`config.mk`:
```
export PLATFORM = sky130hd
export DESIGN_NAME = mem_access_unit
export DESIGN_NICKNAME = d
export VERILOG_FILES = /design/src/rtl/mem_access_unit.sv
export SDC_FILE = /design/constraint.sdc
export NUM_CORES = 1
export LEC_CHECK = 0
export ABC_CLOCK_PERIOD_IN_PS = 2100
export BUFFER_PORTS_ARGS = -buffer_cell sky130_fd_sc_hd__buf_2
export CORE_ASPECT_RATIO = 2
export CORE_MARGIN = 2
export CORE_UTILIZATION = 30
export CTS_CLUSTER_DIAMETER = 50
export DETAILED_ROUTE_END_ITERATION = 12
export SLEW_MARGIN = 20
export SYNTH_ARGS = -nofsm -noshare
export SYNTH_HDL_FRONTEND = slang
export SYNTH_SLANG_ARGS = --single-unit
```
`constraint.sdc`:
```
create_clock -name clk -period 2.1 [get_ports clk]
set_input_delay 0.105 -clock clk [delete_from_list [all_inputs] [get_ports clk]]
set_output_delay 0.105 -clock clk [all_outputs]
set_load 0.005 [all_outputs]
```
`src/rtl/mem_access_unit.sv`:
```
// Memory-stage load/store unit: turns one EX/MEM request into one word-aligned bus
// transaction, stalls until ack or timeout, then returns a one-cycle formatted response.
module mem_access_unit #(
    parameter int unsigned TIMEOUT = 64
) (
    input  logic        clk,
    input  logic        rst,
    input  logic        req_valid,
    input  logic        req_write,
    input  logic [1:0]  req_size,
    input  logic        req_unsigned,
    input  logic [31:0] req_addr,
    input  logic [31:0] req_wdata,
    input  logic [31:0] dmem_rdata,
    input  logic        dmem_ack,
    output logic        stall,
    output logic        resp_valid,
    output logic [31:0] load_data,
    output logic        misaligned,
    output logic        bus_error,
    output logic        dmem_req,
    output logic        dmem_we,
    output logic [31:0] dmem_addr,
    output logic [3:0]  dmem_be,
    output logic [31:0] dmem_wdata
);
    typedef enum logic [1:0] {IDLE, BUSY, RESP} state_t;

    localparam logic [7:0] LAST_WAIT = 8'(TIMEOUT - 1);

    state_t     state;
    logic [7:0] wait_cnt;
    logic [1:0] size_q;
    logic [1:0] lane_q;
    logic       uns_q;
    logic       write_q;

    function automatic logic is_misaligned(input logic [1:0] size, input logic [1:0] lane);
        case (size)
            2'b00:   return 1'b0;
            2'b01:   return lane[0];
            2'b10:   return lane != 2'b00;
            default: return 1'b1;
        endcase
    endfunction

    function automatic logic [3:0] byte_enables(input logic [1:0] size, input logic [1:0] lane);
        case (size)
            2'b00:   return 4'b0001 << lane;
            2'b01:   return lane[1] ? 4'b1100 : 4'b0011;
            default: return 4'b1111;
        endcase
    endfunction

    function automatic logic [31:0] store_data(input logic [1:0] size, input logic [31:0] wdata);
        case (size)
            2'b00:   return {4{wdata[7:0]}};
            2'b01:   return {2{wdata[15:0]}};
            default: return wdata;
        endcase
    endfunction

    function automatic logic [31:0] format_load(input logic [1:0]  size,
                                                input logic        uns,
                                                input logic [1:0]  lane,
                                                input logic [31:0] rdata);
        logic [7:0]  b;
        logic [15:0] h;
        b = rdata[{lane, 3'b000} +: 8];
        h = rdata[{lane[1], 4'b0000} +: 16];
        case (size)
            2'b00:   return uns ? {24'h0, b} : {{24{b[7]}}, b};
            2'b01:   return uns ? {16'h0, h} : {{16{h[15]}}, h};
            default: return rdata;
        endcase
    endfunction

    // Gated by reset so the pipeline is never held while the unit is in reset.
    assign stall = rst & (((state == IDLE) & req_valid) | (state == BUSY));

    always_ff @(posedge clk) begin
        if (state == IDLE && req_valid) begin
            size_q  <= req_size;
            lane_q  <= req_addr[1:0];
            uns_q   <= req_unsigned;
            write_q <= req_write;
        end
    end

    always_ff @(posedge clk or negedge rst) begin
        if (!rst) begin
            state      <= IDLE;
            wait_cnt   <= '0;
            resp_valid <= 1'b0;
            misaligned <= 1'b0;
            bus_error  <= 1'b0;
            load_data  <= '0;
            dmem_req   <= 1'b0;
            dmem_we    <= 1'b0;
            dmem_addr  <= '0;
            dmem_be    <= '0;
            dmem_wdata <= '0;
        end else begin
            case (state)
                IDLE: begin
                    if (req_valid) begin
                        if (is_misaligned(req_size, req_addr[1:0])) begin
                            misaligned <= 1'b1;
                            resp_valid <= 1'b1;
                            state      <= RESP;
                        end else begin
                            dmem_req   <= 1'b1;
                            dmem_we    <= req_write;
                            dmem_addr  <= {req_addr[31:2], 2'b00};
                            dmem_be    <= byte_enables(req_size, req_addr[1:0]);
                            dmem_wdata <= store_data(req_size, req_wdata);
                            wait_cnt   <= '0;
                            state      <= BUSY;
                        end
                    end
                end
                BUSY: begin
                    // An ack arriving in the final wait cycle still completes normally.
                    if (dmem_ack || wait_cnt == LAST_WAIT) begin
                        dmem_req   <= 1'b0;
                        dmem_we    <= 1'b0;
                        dmem_addr  <= '0;
                        dmem_be    <= '0;
                        dmem_wdata <= '0;
                        resp_valid <= 1'b1;
                        state      <= RESP;
                        if (dmem_ack) begin
                            load_data <= write_q ? 32'h0
                                                 : format_load(size_q, uns_q, lane_q, dmem_rdata);
                        end else begin
                            bus_error <= 1'b1;
                        end
                    end else begin
                        wait_cnt <= wait_cnt + 8'd1;
                    end
                end
                RESP: begin
                    resp_valid <= 1'b0;
                    misaligned <= 1'b0;
                    bus_error  <= 1'b0;
                    load_data  <= '0;
                    state      <= IDLE;
                end
                default: state <= IDLE;
            endcase
        end
    end
endmodule

```
# ---- After elaboration in Yosys (flattened, before gate mapping)
# Cells that the tools add are included.
dict set report word_totals {
  input_bits 104
  regBits 121
  wordCells 99
  output_inout_bits 106
}
dict set report op_classes {
  reduce_logical 17
  n_addsub 1
  n_shift 3
  eq_ne 13
  muxes 47
  bitwise 3
}
# operator n
set ops {}
lappend ops {{$mux 32} 10}
lappend ops {{$pmux 32 s2} 5}
lappend ops {{$shiftx 32x6->16} 1}
lappend ops {{$shiftx 32x6->8} 1}
lappend ops {{$mux 8} 3}
lappend ops {{$mux 4} 4}
lappend ops {{$pmux 4 s2} 2}
lappend ops {{$pmux 8 s2} 1}
lappend ops {{$mux 1} 12}
lappend ops {{$reduce_and 4->1} 3}
lappend ops {{$ne 2x2->1 const B} 5}
lappend ops {{$reduce_and 3->1} 3}
lappend ops {{$add 8x1->8 const B} 1}
lappend ops {{$eq 8x6->1 const B} 1}
lappend ops {{$pmux 1 s2} 4}
lappend ops {{$reduce_bool 2->1} 4}
lappend ops {{$eq 2x1->1 const B} 3}
lappend ops {{$logic_not 2->1} 3}
lappend ops {{$mux 2} 3}
lappend ops {{$pmux 1 s3} 2}
lappend ops {{$eq 2x2->1 const B} 2}
lappend ops {{$ne 2x1->1 const B} 2}
lappend ops {{$pmux 2 s2} 1}
lappend ops {{$shl 1x2->4 const A} 1}
lappend ops {{other kinds (6)} 7}

# ---- Longest topological paths before layout
dict set report depth {
  ltp_word 7
  ltp_mapped 8
  ltp_nobuf 5
}

# ---- Least setup slack after synthesis
# Ideal clock, no wire load.
dict set report synth_timing {
  path_type {register to register}
  start {register state[1]}
  end {register dmem_be[0]}
  slack_ns 0.233
  setup_time_ns 0.130
  t_required_ns 1.970
  synth_period_minus_slack_ns 1.867
  path_stages_with_launch 8
  arrival_ns 1.738
  n_path_buf 3
  path_cell_list {dfrtp_1 nor3b_2 o21a_1 buf_2 a21oi_4 buf_4 buf_6 o2bb2ai_1}
}
dict set report synth_between {
  elab_chain_cells 3
  elab_cells_between_ends 8
  cone_classes {4 x eq/ne; 1 x mux; 3 x reduce/logical}
}
# element line
set synth_lines {}
lappend synth_lines {{from (decl)} 31} ;# state_t state;
lappend synth_lines {{from (signal assigned)} 92} ;# state <= IDLE;
lappend synth_lines {{from (signal assigned)} 110} ;# state <= RESP;
lappend synth_lines {{from (signal assigned)} 118} ;# state <= BUSY;
lappend synth_lines {{$eq 2x1->1 / $logic_not 2->1 (equally long branches)} 104} ;# case (state)
lappend synth_lines {{$ne 2x1->1 (no source line), or another cell as far along} n/a}
lappend synth_lines {{$reduce_and 4->1 (no source line)} n/a}
lappend synth_lines {{to (signal assigned)} 115} ;# dmem_be <= byte_enables(req_size, req_addr[1:0]);
lappend synth_lines {{to (decl)} 24} ;# output logic [3:0] dmem_be,
# Several ways; a longest one is shown, not always the timed one.
# A chain may end at the register's enable or synchronous reset.

# ---- Worst setup path in the final report
dict set report layout_timing {
  start {register size_q[0]}
  end {register load_data[5]}
}
dict set report layout_between {
  elab_chain_cells 6
  elab_cells_between_ends 7
  cone_classes {1 x eq/ne; 5 x mux; 1 x reduce/logical}
}
# element line
set layout_lines {}
lappend layout_lines {{from (decl)} 33} ;# logic [1:0] size_q;
lappend layout_lines {{from (signal assigned)} 83} ;# size_q <= req_size;
lappend layout_lines {{$eq 2x1->1 / $logic_not 2->1 (equally long branches)} 71} ;# case (size)
lappend layout_lines {{$pmux 32 s2 (*)} 71}
lappend layout_lines {{$mux 32 (*)} 133} ;# load_data <= write_q ? 32'h0
lappend layout_lines {{$mux 32 (*)} 132} ;# if (dmem_ack) begin
lappend layout_lines {{$mux 32 (*)} 124} ;# if (dmem_ack || wait_cnt == LAST_WAIT) begin
lappend layout_lines {{$pmux 32 s2 (*)} 104}
lappend layout_lines {{to (signal assigned)} 133}
lappend layout_lines {{to (decl)} 18} ;# output logic [31:0] load_data,
# Every way passes the cells marked *; elsewhere a longest branch is shown, timed or not. The select of a mux whose other input is x is not followed.

==> flow_summary.json <==
{
  "status": "finished, final reports clean",
  "wire_per_inst_um": 19.29,
  "setup_viol_count_final": 0,
  "drtAntennaViolNets": 0,
  "synth_largest_area_cell": "dfrtp_1",
  "fin_tns_setup_ns": 0,
  "numCtsBuffers": 17,
  "r2r_slack_ns": 0.29,
  "ctsResizeCount": 0,
  "yosysMostFrequentCell": "dfrtp_1",
  "r2r-start": "size_q[0]",
  "gp_congestion": 0.8296,
  "synth_top_area_share_pct": 51.13,
  "p_comb_share_pct": 24.8,
  "hpwl_mm": 13.23,
  "crit_required_ns": 2.45,
  "clkSinkCount": 119,
  "fin_crit_ns": 1.808,
  "drc_errors": 0,
  "synth_edf_count": 6,
  "dominantRegCellSynth": "dfrtp_1",
  "die_area_mm2": 0.01960,
  "insertion_delay_ns": 0.41,
  "core_area_mm2": 0.01822,
  "antenna_found_initial": 0,
  "placed_area_mm2": 0.006823,
  "port_buffers": 207,
  "drive_gt1_share_pct": 37.75,
  "clk_pin_slew_ns": 0.06,
  "syn_to_final_growth_pct": 46.90,
  "fmax_ghz": 0.5532,
  "power.leakage_nw": 4.048,
  "seq_power_share_pct": 38.2,
  "worstMarginPinSlew_ns": 0.7247,
  "start_kind": "register",
  "hold_path_class": "input pin to register",
  "synth_common_cells": "113 x dfrtp_1, 56 x a22o_1, 34 x mux2i_1",
  "async_flop_share_pct": 94.96,
  "drt-pass1-iter-count": 5,
  "peakVddDrop_uv": 572.1,
  "power.switching_mw": 2.493,
  "synth-warning-count": 0,
  "arrival_ns": 2.16,
  "ctsLongestPathBuffers": 2,
  "grt_max_degree": 114,
  "vias": 4997,
  "grt_pass1_vias": 5331,
  "cap_violations": 0,
  "finalHoldViolCount": 0,
  "io-pin-count": 210,
  "drtIter0Drc": 242,
  "critical_path.reg2reg.endpoint": "load_data[5]",
  "synth_seq_cells": 119,
  "hp-start": "req_wdata[22]",
  "intPower_mw": 6.145,
  "ys_seq_area_share_pct": 54.39,
  "vias_per_cell": 5.189,
  "cts_tree": "built",
  "slew-limit-headroom_pct": 51.56,
  "swShare_pct": 28.86,
  "root_buffer": "clkbuf_16",
  "grt-ovfl-total": 0,
  "finish.instance_area_mm2": 0.008124,
  "period_share_pct": 86.07,
  "worst_setup_path_end_kind": "register",
  "final_nets": 839,
  "crit_type": "register to register",
  "cts.htree.levels": 4,
  "grt.total_usage_pct": 19.38,
  "grt_setup_unrepaired": "false",
  "wirelength_mm": 18.58,
  "reg2reg_depth": 5,
  "synth_area_per_cell_um2": 12.02,
  "drv_slew": 0,
  "synth.cell_area_mm2": 0.005530,
  "die_h_um": 196.0,
  "finalClockSkew_ns": 0.009544,
  "powerDensity_mw_per_mm2": 1063,
  "worstPathMaxFanout": 15,
  "clkPwrFrac_pct": 37.0,
  "die_w_um": 100.0,
  "yosys-top-cells-area": "dfrtp_1 51%, a22o_1 8.9%, mux2i_1 6.2%",
  "hold_end": "dmem_wdata[22]",
  "rows": 70,
  "grt_pass1_wl_mm": 29.30,
  "synth_cell_type_count": 53,
  "holdPathStages": 3,
  "initial_core_util_pct": 30.36,
  "netlist_instances": 460,
  "antenna_cells": 0
}
==> worst max-delay path by stage <==
stage / startpoint / to / slack [ns] / cells past startpoint
floorplan: state[1] / dmem_be[0] / 0.23 / 7
global placement: wait_cnt[0] / dmem_be[1] / 0.39 / 7
detailed placement: size_q[0] / load_data[5] / 0.32 / 5
CTS: size_q[0] / load_data[5] / 0.31 / 5
global route: lane_q[1] / load_data[12] / 0.20 / 5
finish: size_q[0] / load_data[5] / 0.29 / 5
==> what timing repair did <==
item                      4_1_cts  5_1_grt
hold endpoints to repair      177        0
hold buffers                   65        0
buffers inserted                0        0
==> cell families after synthesis <==
family / after synthesis / synth area share [%]
AOI/OAI and AO/OA: 165 / 23.94
DFF: 119 / 54.39
and+or+nand+nor: 87 / 9.050
muxes: 43 / 7.987
buffers and inverters: 42 / 4.027
xor gates and xnor gates: 2 / 0.3168
adders and majority gates: 1 / 0.2262
other: 1 / 0.06781
==> cell type report <==
type	instances	area [um2]
Fill cell	1735	10090
Multi-Input combinational cell	300	2312
Timing Repair Buffer	293	1872
Sequential cell	119	3008
Clock inverter	11	168.9
Tap cell	216	270.3
Inverter	3	11.26
Clock buffer	21	481.7
==> state kept, by name, summed over array words and instances (netlist names), 2 cells and up <==
| register | flops |
|---|---|
| size_q | 2 |
| load_data | 32 |
| dmem_wdata | 32 |
| dmem_be | 4 |
| wait_cnt | 8 |
| lane_q | 2 |
| dmem_addr | 30 |
| state | 2 |
==> cells in the final DEF (no fill, tap or decap), types with 4 or more instances in the layout <==
cell and n:
clkinvlp_4 4, edfxtp_1 6, bufinv_16 4, buf_4 20, a222oi_1 7, nand2b_1 11, o2bb2ai_1 11, clkbuf_16 18
o22ai_1 9, mux2_2 9, a32o_1 7, buf_2 206, dlygate4sd3_1 65, nand2_1 26, nand3_1 7, a21oi_1 12
nor2_1 12, nor2b_1 12, o21ai_0 28, a22o_1 56, a221o_1 18, dfrtp_1 113, mux2i_1 34
==> power groups by stage <==
stage               Combinational, mW  Sequential [mW]  Clock, mW
finish                           2.14             3.30       3.20
floorplan                       0.966             3.32          0
CTS                              2.17             3.30       3.27
detailed placement               2.08             3.31          0
global route                     2.35             3.38       3.37
global placement                 2.03             3.30          0
==> per-layer routing <==
| metal | vias up | GRT usage [%] | routed length (um) |
|---|---|---|---|
| li1 | 2311 | - | - |
| met1 | 2416 | 21.49 | 6831 |
| met2 | 233 | 34.26 | 9943 |
| met3 | 37 | 4.809 | 1226 |
| met4 | 0 | 8.980 | 580 |
| met5 | - | 0 | 0 |
==> worst max-delay path, cell delays in order, from the launching register on <==
cell and delay [ns]:
edfxtp_1 0.37, buf_4 0.21, nor4b_2 0.68, a222oi_1 0.14, o21ai_0 0.17, a22o_1 0.17
==> per-stage QoR <==
| stage | hold WS (ns) | utilization (%) | total power, mW | cells | setup WS [ns] |
|---|---|---|---|---|---|
| finish | 0.02021 | 44.59 | 8.637 | 963 | 0.2924 |
| global route | 0.01138 | 44.59 | 9.101 | 963 | 0.2033 |
| CTS | 0.0002747 | 44.59 | 8.743 | 963 | 0.3132 |
| detailed placement | 0.2806 | 37.45 | 5.398 | 866 | 0.3208 |
| global placement | 0.2752 | 37.45 | 5.328 | 866 | 0.3861 |
| floorplan | -0.1906 | - | 4.288 | 461 | 0.2327 |
Power figures use the tool's default switching activity.
